**config.mk**
```make
export PLATFORM = sky130hd
export DESIGN_NAME = mem_access_stage
export DESIGN_NICKNAME = d
export VERILOG_FILES = /design/src/rtl/mem_stage_pkg.sv /design/src/rtl/mem_lane_align.sv /design/src/rtl/mem_access_stage.sv
export SDC_FILE = /design/constraint.sdc
export NUM_CORES = 1
export LEC_CHECK = 0
export ABC_CLOCK_PERIOD_IN_PS = 6800
export BUFFER_PORTS_ARGS = -buffer_cell sky130_fd_sc_hd__buf_2
export CAP_MARGIN = 30
export CORE_ASPECT_RATIO = 0.5
export CORE_UTILIZATION = 40
export DETAILED_ROUTE_END_ITERATION = 8
export PLACE_DENSITY = 0.68
export SYNTH_ARGS = -nofsm -noshare
export SYNTH_HDL_FRONTEND = slang
export SYNTH_HIERARCHICAL = 1
export SYNTH_SLANG_ARGS = --single-unit
```
**constraint.sdc**
```tcl
create_clock -name clk -period 6.8 [get_ports clk]
set_input_delay 1.02 -clock clk [delete_from_list [all_inputs] [get_ports clk]]
set_output_delay 1.02 -clock clk [all_outputs]
set_load 0.05 [all_outputs]
```
**src/rtl/mem_stage_pkg.sv**
```systemverilog
// Shared definitions for the MEM pipeline stage.
//   - load/store opcodes (instruction bits [31:26])
//   - FSM state encoding (IDLE / BUSY)
//   - access size enum
//   - decode and alignment helper functions
package mem_stage_pkg;

  localparam logic [5:0] OP_LB  = 6'h20;
  localparam logic [5:0] OP_LH  = 6'h21;
  localparam logic [5:0] OP_LW  = 6'h23;
  localparam logic [5:0] OP_LBU = 6'h24;
  localparam logic [5:0] OP_LHU = 6'h25;
  localparam logic [5:0] OP_SB  = 6'h28;
  localparam logic [5:0] OP_SH  = 6'h29;
  localparam logic [5:0] OP_SW  = 6'h2B;

  typedef enum logic {
    IDLE = 1'b0,
    BUSY = 1'b1
  } state_e;

  typedef enum logic [1:0] {
    SZ_B = 2'd0,
    SZ_H = 2'd1,
    SZ_W = 2'd2
  } size_e;

  // valid: opcode is one of the supported loads/stores.
  // sign : load result is sign-extended (LB/LH).
  typedef struct packed {
    logic  valid;
    size_e size;
    logic  sign;
  } op_info_t;

  function automatic op_info_t decode_op(input logic [5:0] op);
    op_info_t info;
    info.valid = 1'b1;
    info.size  = SZ_W;
    info.sign  = 1'b0;
    case (op)
      OP_LB:  begin info.size = SZ_B; info.sign = 1'b1; end
      OP_LBU: info.size = SZ_B;
      OP_LH:  begin info.size = SZ_H; info.sign = 1'b1; end
      OP_LHU: info.size = SZ_H;
      OP_LW:  info.size = SZ_W;
      OP_SB:  info.size = SZ_B;
      OP_SH:  info.size = SZ_H;
      OP_SW:  info.size = SZ_W;
      default: info.valid = 1'b0;
    endcase
    return info;
  endfunction

  function automatic logic is_misaligned(input size_e size, input logic [1:0] addr_lo);
    logic mis;
    case (size)
      SZ_H:    mis = addr_lo[0];
      SZ_W:    mis = (addr_lo != 2'b00);
      default: mis = 1'b0;
    endcase
    return mis;
  endfunction

endpackage

```
**src/rtl/mem_lane_align.sv**
```systemverilog
// Combinational byte-lane steering for a little-endian 32-bit data bus.
// Ports:
//   addr_lo   in  2   byte offset within the word
//   size      in  2   access size (size_e)
//   sign      in  1   sign-extend the loaded byte/half
//   rt        in  32  store data (unshifted)
//   rdata     in  32  bus read data
//   be        out 4   byte enables for the access
//   wdata     out 32  store data replicated onto every lane of its size
//   load_data out 32  selected lane, sign- or zero-extended
module mem_lane_align
  import mem_stage_pkg::*;
(
  input  logic [1:0]  addr_lo,
  input  size_e       size,
  input  logic        sign,
  input  logic [31:0] rt,
  input  logic [31:0] rdata,
  output logic [3:0]  be,
  output logic [31:0] wdata,
  output logic [31:0] load_data
);

  logic [7:0]  byte_lane;
  logic [15:0] half_lane;

  always_comb begin
    byte_lane = 8'h00;
    case (addr_lo)
      2'd0: byte_lane = rdata[7:0];
      2'd1: byte_lane = rdata[15:8];
      2'd2: byte_lane = rdata[23:16];
      2'd3: byte_lane = rdata[31:24];
      default: byte_lane = 8'h00;
    endcase
    half_lane = addr_lo[1] ? rdata[31:16] : rdata[15:0];
  end

  always_comb begin
    be        = 4'h0;
    wdata     = 32'h0;
    load_data = 32'h0;
    case (size)
      SZ_B: begin
        be        = 4'b0001 << addr_lo;
        wdata     = {4{rt[7:0]}};
        load_data = sign ? {{24{byte_lane[7]}}, byte_lane} : {24'h0, byte_lane};
      end
      SZ_H: begin
        be        = addr_lo[1] ? 4'b1100 : 4'b0011;
        wdata     = {2{rt[15:0]}};
        load_data = sign ? {{16{half_lane[15]}}, half_lane} : {16'h0, half_lane};
      end
      default: begin
        be        = 4'hF;
        wdata     = rt;
        load_data = rdata;
      end
    endcase
  end

endmodule

```
**src/rtl/mem_access_stage.sv**
```systemverilog
// MEM stage of the 5-stage pipeline. Issues loads/stores from EX/MEM onto
// the data-memory bus, stalls the pipeline while the access is outstanding,
// and registers the MEM/WB outputs.
// Ports:
//   clk, rst                         clock, async active-high reset
//   memr_in, memw_in, regw_in,
//   mem2r_in, reg_rd_in, alu_c_in,
//   rt_data_in, instr_in             EX/MEM pipeline register contents
//   dm_req, dm_we, dm_addr, dm_be,
//   dm_wdata                         registered bus request
//   dm_ready, dm_rdata               bus completion and read data
//   mem_stall                        combinational hold of upstream stages
//   misalign, bus_err                one-cycle error pulses
//   wb_regw, wb_mem2r, wb_rd,
//   wb_alu_c, wb_load_data           MEM/WB pipeline register
//
// Bus handshake: dm_req rises on the edge that enters BUSY and, together with
// dm_we/dm_addr/dm_be/dm_wdata, stays constant until the first cycle in which
// dm_ready is sampled high (the transfer completes on that edge) or until the
// timeout abort. dm_ready outside BUSY carries no meaning and is ignored.
// dm_rdata is only consumed in the cycle dm_ready is high.
module mem_access_stage
  import mem_stage_pkg::*;
#(
  parameter int TIMEOUT_CYCLES = 16
) (
  input  logic        clk,
  input  logic        rst,
  input  logic        memr_in,
  input  logic        memw_in,
  input  logic        regw_in,
  input  logic        mem2r_in,
  input  logic [4:0]  reg_rd_in,
  input  logic [31:0] alu_c_in,
  input  logic [31:0] rt_data_in,
  input  logic [31:0] instr_in,
  output logic        dm_req,
  output logic        dm_we,
  output logic [31:0] dm_addr,
  output logic [3:0]  dm_be,
  output logic [31:0] dm_wdata,
  input  logic        dm_ready,
  input  logic [31:0] dm_rdata,
  output logic        mem_stall,
  output logic        misalign,
  output logic        bus_err,
  output logic        wb_regw,
  output logic        wb_mem2r,
  output logic [4:0]  wb_rd,
  output logic [31:0] wb_alu_c,
  output logic [31:0] wb_load_data
);

  localparam int CW = (TIMEOUT_CYCLES > 1) ? $clog2(TIMEOUT_CYCLES) : 1;
  localparam logic [CW-1:0] CNT_LAST = CW'(TIMEOUT_CYCLES - 1);

  // Decode of the instruction currently in EX/MEM.
  op_info_t dec;
  logic     access;
  logic     mis;

  assign dec    = decode_op(instr_in[31:26]);
  assign access = (memr_in | memw_in) & dec.valid;
  assign mis    = is_misaligned(dec.size, alu_c_in[1:0]);

  // FSM and counter state
  state_e        state_q, state_d;
  logic [CW-1:0] cnt_q;

  // Attributes of the outstanding access, captured at issue so the load
  // result is formed from the issued request, not from whatever EX/MEM holds.
  logic [1:0] lat_addr_lo;
  size_e      lat_size;
  logic       lat_sign;
  logic       lat_load;

  // FSM decisions for this cycle
  logic start;
  logic drop_misal;
  logic complete;
  logic abort;

  // Lane steering: issue uses the live EX/MEM fields, completion the latched ones.
  logic [1:0]  al_addr_lo;
  size_e       al_size;
  logic        al_sign;
  logic [3:0]  al_be;
  logic [31:0] al_wdata;
  logic [31:0] al_load;

  assign al_addr_lo = (state_q == BUSY) ? lat_addr_lo : alu_c_in[1:0];
  assign al_size    = (state_q == BUSY) ? lat_size    : dec.size;
  assign al_sign    = (state_q == BUSY) ? lat_sign    : dec.sign;

  mem_lane_align u_align (
    .addr_lo   (al_addr_lo),
    .size      (al_size),
    .sign      (al_sign),
    .rt        (rt_data_in),
    .rdata     (dm_rdata),
    .be        (al_be),
    .wdata     (al_wdata),
    .load_data (al_load)
  );

  // Opcode operand fields are not needed in this stage.
  logic unused_instr;
  assign unused_instr = ^instr_in[25:0];

  // Next state and stall. mem_stall depends on dm_ready but never on dm_rdata.
  always_comb begin
    state_d    = state_q;
    mem_stall  = 1'b0;
    start      = 1'b0;
    drop_misal = 1'b0;
    complete   = 1'b0;
    abort      = 1'b0;
    case (state_q)
      IDLE: begin
        if (access) begin
          if (mis) begin
            drop_misal = 1'b1;
          end else begin
            start     = 1'b1;
            mem_stall = 1'b1;
            state_d   = BUSY;
          end
        end
      end
      BUSY: begin
        // Completion takes priority over a timeout in the same cycle.
        if (dm_ready) begin
          complete = 1'b1;
          state_d  = IDLE;
        end else if (cnt_q == CNT_LAST) begin
          abort   = 1'b1;
          state_d = IDLE;
        end else begin
          mem_stall = 1'b1;
        end
      end
      default: state_d = IDLE;
    endcase
  end

  always_ff @(posedge clk or posedge rst) begin
    if (rst) begin
      state_q <= IDLE;
    end else begin
      state_q <= state_d;
    end
  end

  // Timeout counter and latched access attributes.
  always_ff @(posedge clk or posedge rst) begin
    if (rst) begin
      cnt_q       <= '0;
      lat_addr_lo <= 2'b00;
      lat_size    <= SZ_B;
      lat_sign    <= 1'b0;
      lat_load    <= 1'b0;
    end else if (start) begin
      cnt_q       <= '0;
      lat_addr_lo <= alu_c_in[1:0];
      lat_size    <= dec.size;
      lat_sign    <= dec.sign;
      lat_load    <= ~memw_in;
    end else if ((state_q == BUSY) && !dm_ready && !abort) begin
      cnt_q <= cnt_q + 1'b1;
    end
  end

  // Bus request registers; dropped asynchronously by rst.
  always_ff @(posedge clk or posedge rst) begin
    if (rst) begin
      dm_req   <= 1'b0;
      dm_we    <= 1'b0;
      dm_addr  <= 32'h0;
      dm_be    <= 4'h0;
      dm_wdata <= 32'h0;
    end else if (start) begin
      dm_req   <= 1'b1;
      dm_we    <= memw_in;
      dm_addr  <= {alu_c_in[31:2], 2'b00};
      dm_be    <= al_be;
      dm_wdata <= al_wdata;
    end else if (complete || abort) begin
      dm_req <= 1'b0;
    end
  end

  // Error pulses.
  always_ff @(posedge clk or posedge rst) begin
    if (rst) begin
      misalign <= 1'b0;
      bus_err  <= 1'b0;
    end else begin
      misalign <= drop_misal;
      bus_err  <= abort;
    end
  end

  // MEM/WB register. Accesses retire only on completion; every other
  // memory-related cycle inserts a bubble (no register write).
  always_ff @(posedge clk or posedge rst) begin
    if (rst) begin
      wb_regw      <= 1'b0;
      wb_mem2r     <= 1'b0;
      wb_rd        <= 5'h0;
      wb_alu_c     <= 32'h0;
      wb_load_data <= 32'h0;
    end else if (state_q == IDLE) begin
      wb_rd        <= reg_rd_in;
      wb_alu_c     <= alu_c_in;
      wb_load_data <= 32'h0;
      if (access) begin
        wb_regw  <= 1'b0;
        wb_mem2r <= 1'b0;
      end else begin
        wb_regw  <= regw_in;
        wb_mem2r <= mem2r_in;
      end
    end else if (complete) begin
      wb_regw      <= regw_in;
      wb_mem2r     <= mem2r_in;
      wb_rd        <= reg_rd_in;
      wb_alu_c     <= alu_c_in;
      wb_load_data <= lat_load ? al_load : 32'h0;
    end else begin
      wb_regw      <= 1'b0;
      wb_mem2r     <= 1'b0;
      wb_load_data <= 32'h0;
    end
  end

endmodule

```
Word level (Yosys, flattened, before mapping)

Index checks and enable logic that the tools add are counted.

Bits in registers: 152
Latch bits: 0
Memory bits (writable): 0
Bits in read-only memories: 0
Bits of input ports: 140
Output and inout port bits: 144
Logic and storage cells: 100
Memories: 0

Add/subtract/negate cells: 1
$mul: 0
Divide/modulo/power cells: 0
Magnitude comparators: 0
Equality and inequality tests: 16
Shift operators: 1
Multiplexer cells: 46
Bitwise gates (word level): 4
Reductions and logical operators: 14

Operator list:

| kind                  | count |
|---|---|
| $mux W32              | 7 |
| $pmux W32 S2          | 2 |
| $eq A6 B6 Y1 const B  | 8 |
| $pmux W8 S4           | 1 |
| $mux W1               | 24 |
| $mux W16              | 1 |
| $mux W4               | 3 |
| $mux W5               | 2 |
| $pmux W4 S2           | 1 |
| $reduce_or A8 Y1      | 1 |
| $eq A2 B1 Y1 const B  | 3 |
| $eq A2 B2 Y1 const B  | 3 |
| $reduce_bool A2 Y1    | 3 |
| $reduce_or A3 Y1      | 2 |
| $add A4 B1 Y4 const B | 1 |
| $eq A4 B4 Y1 const B  | 1 |
| $logic_not A2 Y1      | 2 |
| $mux W2               | 2 |
| $pmux W1 S2           | 2 |
| $pmux W2 S2           | 1 |
| $shl A1 B2 Y4 const A | 1 |
| $logic_and A1 B1 Y1   | 2 |
| $logic_not A1 Y1      | 2 |
| $ne A2 B1 Y1 const B  | 1 |
| 5 further kinds       | 6 |

Depth between registers and ports, before layout

Gate-level depths: netlist of run 1.

Depth after elaboration: 9
Gate-level depth with buffers: 9
Mapped depth without buffers: 7

By module

The synthesis of run 1 kept the hierarchy.

Modules (own cells, without submodules):

| module           | times used | cells each | area an instance (µm²) | sequential area each (µm²) |
|---|---|---|---|---|
| mem_access_stage | 1          | 443        | 5761.8                 | 3803.6 |
| mem_lane_align   | 1          | 175        | 1257.5                 | 0.0 |

Worst setup path after synthesis of run 1

No wires, ideal clock.

Path kind: input to output
Start: in instr_in[27]
End: out mem_stall
Arrival: 2.409 ns
Required time: 5.780 ns
Slack: 3.371 ns
Cell stages on the path: 6
Path buffers: 2
Cells stage by stage: nor3b_4 -> a21oi_1 -> a21oi_4 -> buf_8 -> buf_12 -> nand2b_1

Cells in the longest elaborated chain, start to end: 8
Elaborated cells on any way between the ends: 20
Classes of those cells: 10 x eq/ne; 6 x mux; 1 x bitwise; 3 x reduce/logical

RTL lines:

| element                                      | RTL line                | text |
|---|---|---|
| start: declaration                           | mem_access_stage.sv:36  | `input logic [31:0] instr_in,` |
| $eq A6 B6 Y1                                 | mem_stage_pkg.sv:41     | `case (op)` |
| $reduce_or A3 Y1 (no line)                   | --                      |  |
| $pmux W2 S2                                  | mem_stage_pkg.sv:41     |  |
| $eq A2 B2 Y1 or $eq A2 B1 Y1 (tied branches) | mem_stage_pkg.sv:57     | `case (size)` |
| $pmux W1 S2                                  | mem_stage_pkg.sv:57     |  |
| $mux W1                                      | mem_access_stage.sv:121 | `if (mis) begin` |
| $mux W1 (*)                                  | mem_access_stage.sv:120 | `if (access) begin` |
| $pmux W1 S2 (*)                              | mem_access_stage.sv:118 | `case (state_q)` |
| end: declaration                             | mem_access_stage.sv:44  | `output logic mem_stall,` |

Mark *: on every way between the ends. The rest lies on a longest branch, timed or not.

Final worst setup path of run 1

Start: in instr_in[27]
End: reg wb_load_data[13]

Cells in the longest elaborated chain, start to end: 9
Elaborated cells on any way between the ends: 20
Classes of those cells: 7 x eq/ne; 9 x mux; 4 x reduce/logical

RTL lines:

| element                                          | RTL line                | text |
|---|---|---|
| $eq A6 B6 Y1                                     | mem_stage_pkg.sv:41     |  |
| $reduce_or A3 Y1 (no line)                       | --                      |  |
| $pmux W2 S2 (*)                                  | mem_stage_pkg.sv:41     |  |
| $mux W2 (*)                                      | mem_access_stage.sv:92  | `assign al_size = (state_q == BUSY) ? lat_size : dec.size;` |
| net al_size[0]                                   | mem_access_stage.sv:85  | `size_e al_size;` |
| $eq A2 B1 Y1 or $logic_not A2 Y1 (tied branches) | mem_lane_align.sv:43    | `case (size)` |
| $pmux W32 S2 (*)                                 | mem_lane_align.sv:43    |  |
| net al_load[13]                                  | mem_access_stage.sv:89  | `logic [31:0] al_load;` |
| $mux W32 (*)                                     | mem_access_stage.sv:228 | `wb_load_data <= lat_load ? al_load : 32'h0;` |
| $mux W32 (*)                                     | mem_access_stage.sv:223 | `end else if (complete) begin` |
| $mux W32 (*)                                     | mem_access_stage.sv:212 | `end else if (state_q == IDLE) begin` |
| end signal: assignment                           | mem_access_stage.sv:228 |  |
| end: declaration                                 | mem_access_stage.sv:51  | `output logic [31:0] wb_load_data` |

Mark *: on every way through the listed nets, which the timed path passes. The rest lies on a longest branch.
A chain may end at the register's enable or synchronous reset.

==> flow_metrics.tcl, run 1 <==
set metrics [dict create \
    status "complete, no violations" \
    peakVddDrop_mv 0.192 \
    hold_buffers 0 \
    cts_made_buffers 17 \
    n_fill_cell 1511 \
    nets 990 \
    maxSlewViolCount 0 \
    maxSlewHeadroom_pct 31.4 \
    vias 5313 \
    die_w_um 189 \
    avgSynthCellArea_sq_um 11.4 \
    rows 33 \
    yosysWarnings 6 \
    hold_path_depth 2 \
    grt_antenna_before_repair 1 \
    ys_ff_latch 152 \
    area_delta_synth_final_pct 28.2 \
    clock_power_share_pct 31.6 \
    cts_resized 0 \
    p_comb_share_pct 32.5 \
    synth-edff-count 0 \
    path_max_fanout 30 \
    synthCells 618 \
    worstSetupPathType "in -> reg" \
    synthArstFlopShare_pct 100 \
    drt-total-wl_um 18000 \
    firstDrtPassIters 4 \
    final_layout_size_suffix_gt1_share_pct 46.1 \
    fin_crit_sh_pct 49.0 \
    cts_tree "done" \
    grt_pass1_vias 5403 \
    port_buffers 255 \
    final_common_cell "buf_2" \
    die-area_sq_um 18100 \
    cts_max_level 4 \
    fmax_mhz 300 \
    clkSinkCount 152 \
    hold_viol_final 0 \
    drc 0 \
    clock_path_buffers 2 \
    drt_iter0_drc 226 \
    cap_violations 0 \
    synth_cell_types 49 \
    tns_ns 0 \
    cts_root_buffer "clkbuf_16" \
    netlist_area_sq_um 7020 \
    period_needed_ns 3.33 \
    p_int_uw 1970 \
    crit_required_ns 7.09 \
    avgViaCountPerCell 4.87 \
    setup_viol 0 \
    post_drt_wl_per_cell_um 16.5 \
    clk_pin_slew_ns 0.06 \
    p_leak_uw 0.00459 \
    switching_share_pct 38.3 \
    clk_latency_ns 0.41 \
    ys_seq_area_share_pct 54.2 \
    worst_slew_pin_slew_ns 1.02 \
    grt_overflow 0 \
    endpoint_kind "flop" \
    core_region_area_sq_um 16800 \
    drtAntennaViolNets 0 \
    gp_congestion 0.781 \
    fin_worst_skew_ns 0.0116 \
    grt_pass1_wl_um 27900 \
    seqPwrFrac_pct 35.9 \
    num_io_pins 284 \
    power.switching_uw 1220 \
    initial_utilization_pct 41.9 \
    grt_max_degree 89 \
    mostFrequentLayoutCells "buf_2 (255), dfrtp_1 (152), nand2_1 (142)" \
    worstSetupStartpointType "primary input" \
    track_usage_pct 20.1 \
    holdWs_ns 0.460 \
    die_h_um 95.7 \
    arrival_ns 3.63 \
    worst-r2r-cell-count 6 \
    dp_hpwl_um 12800 \
    hold_class "reg -> reg" \
    power_density_nw_per_um2 355 \
    rsz0062_at_grt "false" \
    post_cts_buffers 0 \
    synth_ff_type "dfrtp_1" \
    utilization_pct 53.7 \
]
==> state kept, by name, summed over array words and instances (netlist names) <==
register and flops:
bus_err 1, cnt_q 4, dm_addr 30, dm_be 4, dm_req 1, dm_wdata 32, dm_we 1, lat_addr_lo 2
lat_load 1, lat_sign 1, lat_size 2, misalign 1, state_q 1, wb_alu_c 32, wb_load_data 32, wb_mem2r 1
wb_rd 5, wb_regw 1
==> per-stage QoR <==
| stage | setup slack [ns] | instances | area (sq um) | total power, uW |
|---|---|---|---|---|
| final | 3.47 | 1090 | 9000 | 3200 |
| after CTS | 3.49 | 1089 | 8990 | 3230 |
| after floorplan | 1.69 | 619 | 7020 | 1940 |
| after global placement | 3.08 | 1055 | 8320 | 2180 |
| after global routing | 3.33 | 1089 | 8990 | 3330 |
| after detailed placement | 3.07 | 1057 | 8370 | 2210 |
==> cell families after synthesis <==
family,count (synthesis),share of synthesized area (%)
and+or+nand+nor,221,14.6
AOI/OAI and AO/OA,68,6.76
DFF,152,54.2
xor gates and xnor gates,2,0.250
buffers and inverters,57,4.88
adders and majority gates,1,0.178
other,1,0.0534
muxes,116,19.1
==> per-layer routing <==
layer | global-route usage [%] | up-vias | wire length [um]
met1 | 26.2 | 2617 | 8060
met4 | 5.78 | 0 | 99
met3 | 5.26 | 7 | 990
met2 | 33.1 | 142 | 8850
li1 | - | 2547 | -
met5 | 0 | - | 0
==> Yosys cell counts (2+ instances only) <==
cell,n,area (sq um)
a211oi_1,4,30.0
a21o_1,2,15.0
a21oi_1,6,30.0
a221o_1,7,70.1
a22o_1,8,70.1
and2_1,32,200
and3_1,5,31.3
buf_2,6,30.0
buf_4,13,97.6
buf_6,6,67.6
clkbuf_1,22,82.6
dfrtp_1,152,3800
inv_1,6,22.5
mux2_2,90,1010
mux2_4,2,30.0
mux2i_1,20,200
mux4_2,3,67.6
nand2_1,142,533
nand2b_1,3,18.8
nand3_1,4,20.0
nor2_1,7,26.3
nor2b_1,14,87.6
nor3_1,6,30.0
o21ai_0,26,130
o21bai_1,2,15.0
o22a_1,4,35.0
o22ai_1,4,25.0
==> critical path: stages <==
cell,delay [ns]
buf_2,0.12
nor3b_4,0.27
nand3_1,0.19
o21ai_4,0.82
nor2_2,0.33
and3_1,0.41
a221o_1,0.29
and2_1,0.15
==> power by group through the flow <==
stage	Clock, uW	Sequential [uW]	Combinational, uW
2_1_floorplan	0	1680	258
6_report	1010	1150	1040
3_5_place_dp	0	1160	1040
4_1_cts	1030	1150	1050
3_3_place_gp	0	1150	1030
5_1_grt	1070	1170	1090
==> path summary, 6_finish.rpt <==
kind	from	to	slack, ns
setup / recovery	instr_in[27]	wb_load_data[13]$_DFF_PP0_	3.47
hold / removal	wb_alu_c[14]$_DFFE_PP0P_	wb_alu_c[14]$_DFFE_PP0P_	0.46
setup reg to reg	state_q$_DFF_PP0_	wb_load_data[13]$_DFF_PP0_	3.86
hold reg to reg	wb_alu_c[14]$_DFFE_PP0P_	wb_alu_c[14]$_DFFE_PP0P_	0.46
max in group asynchronous	rst	dm_wdata[7]$_DFFE_PP0P_	4.66
min in group asynchronous	rst	wb_alu_c[16]$_DFFE_PP0P_	0.77
==> area by class of cell <==
cell class,count,area [sq um],share of cell area [%]
clock buffers,19,433,4.81
well taps,227,284,3.16
multi-input cells,410,2900,32.2
clock inverters,13,194,2.16
inverters,7,31.3,0.348
repair buffers,261,1350,15.0
diodes,1,2.50,0.0278
flip-flops and latches,152,3800,42.3
No activity file was read; power rests on OpenSTA's default activity.
==> run 2: changes to the inputs <==
- ABC_CLOCK_PERIOD_IN_PS: 6800 -> 3200
- clock period: 6.8 -> 3.2 ns (I/O delays scaled with it)
==> flow_metrics.tcl, run 2 (synthesis gave the netlist of run 1 again) <==
set metrics [dict create \
    status "complete, no violations" \
    worst_slew_pin_slew_ns 0.897 \
    r2r-end "wb_load_data[14]$_DFF_PP0_" \
    setup_slack_ns 0.697 \
    p_int_uw 4130 \
    cap_violations 0 \
    period_needed_ns 2.50 \
    worstSetupPathType "reg -> out" \
    grt_pass1_wl_um 27800 \
    drtAntennaViolNets 0 \
    clkSinkCount 152 \
    grt_max_degree 153 \
    drc 0 \
    regArea_sq_um 3800 \
    cts_tree "done" \
    avgViaCountPerCell 4.93 \
    fmax_mhz 400 \
    final_layout_size_suffix_gt1_share_pct 46.4 \
    gp_congestion 0.809 \
    p_comb_share_pct 32.8 \
    dp_hpwl_um 12700 \
    tns_ns 0 \
    r2r_setup_slack_ns 0.73 \
    worstSetupStartpointType "flop" \
    track_usage_pct 19.7 \
    hold_buffers 0 \
    die-area_sq_um 18100 \
    grt_pass1_vias 5387 \
    clk_pin_slew_ns 0.06 \
    worstSetupStartpoint "state_q$_DFF_PP0_" \
    seqPwrFrac_pct 36.3 \
    final_common_cell "buf_2" \
    initial_utilization_pct 41.9 \
    grt_overflow 0 \
    p_leak_uw 0.00460 \
    diodes 0 \
    vias 5382 \
    setup_viol 0 \
    grt_antenna_before_repair 0 \
    rr_startpoint "state_q$_DFF_PP0_" \
    drt_iter0_drc 247 \
    cts_made_buffers 17 \
    mostFrequentLayoutCells "buf_2 (255), dfrtp_1 (152), nand2_1 (142)" \
    post_cts_buffers 0 \
    fin_crit_sh_pct 78.2 \
    die_w_um 189 \
    cts_resized 0 \
    clock_path_buffers 2 \
    maxSlewHeadroom_pct 40.2 \
    cts_max_level 4 \
    switching_share_pct 38.5 \
    hold_viol_final 0 \
    post_drt_wl_per_cell_um 16.2 \
    path_max_fanout 11 \
    clock_power_share_pct 30.9 \
    reg.largest.list "dm_wdata x32, wb_alu_c x32, wb_load_data x32" \
    maxSlewViolCount 0 \
    firstDrtPassIters 7 \
    endpoint_kind "output pin" \
    power_density_nw_per_um2 747 \
    peakVddDrop_mv 0.491 \
    cts_root_buffer "clkbuf_16" \
    hold_class "in -> async" \
    fin_worst_skew_ns 0.00848 \
    worst-r2r-cell-count 5 \
    nets 993 \
    die_h_um 95.7 \
    arrival_ns 2.02 \
    rsz0062_at_grt "false" \
    port_buffers 255 \
    utilization_pct 53.6 \
    power.switching_uw 2590 \
    clk_latency_ns 0.42 \
    rows 33 \
    area_delta_synth_final_pct 28.1 \
    drt-total-wl_um 17600 \
    core_region_area_sq_um 16800 \
    dpl_worst_slack_ns 0.493 \
    n_fill_cell 1561 \
    num_io_pins 284 \
    multi_input_area_sq_um 2900 \
    crit_required_ns 2.72 \
]
## run 2: power groups by stage
stage | logic [uW] | clock network (uW) | registers, uW
finish | 2200 | 2080 | 2440
global route | 2310 | 2200 | 2490
CTS | 2220 | 2140 | 2440
detailed placement | 2220 | 0 | 2470
global placement | 2190 | 0 | 2450
floorplan | 549 | 0 | 3570
## run 2: routing by layer
| layer | GRT usage, % | wire length [um] | share of wire (%) | up-vias |
|---|---|---|---|---|
| met1 | 25.5 | 7770 | 44 | 2630 |
| met2 | 33.3 | 8620 | 49 | 176 |
| met3 | 4.75 | 1030 | 5.8 | 20 |
| met5 | 0 | 0 | 0 | - |
| li1 | - | - | - | 2556 |
| met4 | 5.98 | 229 | 1.3 | 0 |
## run 2: how the worst max path moves through the flow
stage	to	slack [ns]
4_1_cts	mem_stall	0.66
3_3_place_gp	wb_load_data[15]$_DFF_PP0_	0.59
6_report	mem_stall	0.70
2_1_floorplan	bus_err$_DFF_PP0_	0.80
3_5_place_dp	wb_load_data[15]$_DFF_PP0_	0.49
5_1_grt	mem_stall	0.57
## run 2: metrics by stage
stage / power, uW / hold slack [ns] / instance area (sq um) / instances
floorplan: 4120 / 0.475 / 7030 / 619
finish: 6720 / 0.232 / 8990 / 1091
global route: 7000 / 0.256 / 8990 / 1091
global placement: 4640 / 0.445 / 8380 / 1060
CTS: 6800 / 0.237 / 8990 / 1091
detailed placement: 4690 / 0.451 / 8380 / 1060
## run 2: layout make-up
| cell class | instances | area share [%] |
|---|---|---|
| Multi-Input combinational cell | 410 | 32.2 |
| Timing Repair Buffer | 264 | 15.2 |
| Tap cell | 227 | 3.16 |
| Sequential cell | 152 | 42.3 |
| Clock inverter | 13 | 1.89 |
| Clock buffer | 18 | 4.88 |
| Inverter | 7 | 0.334 |
## run 2: critical path, stage by stage, from the launching register on
cell and delay, ns:
dfrtp_1 0.54, nor3b_2 0.25, o211ai_2 0.19, a21oi_4 0.20, nand2b_1 0.15, buf_2 0.27
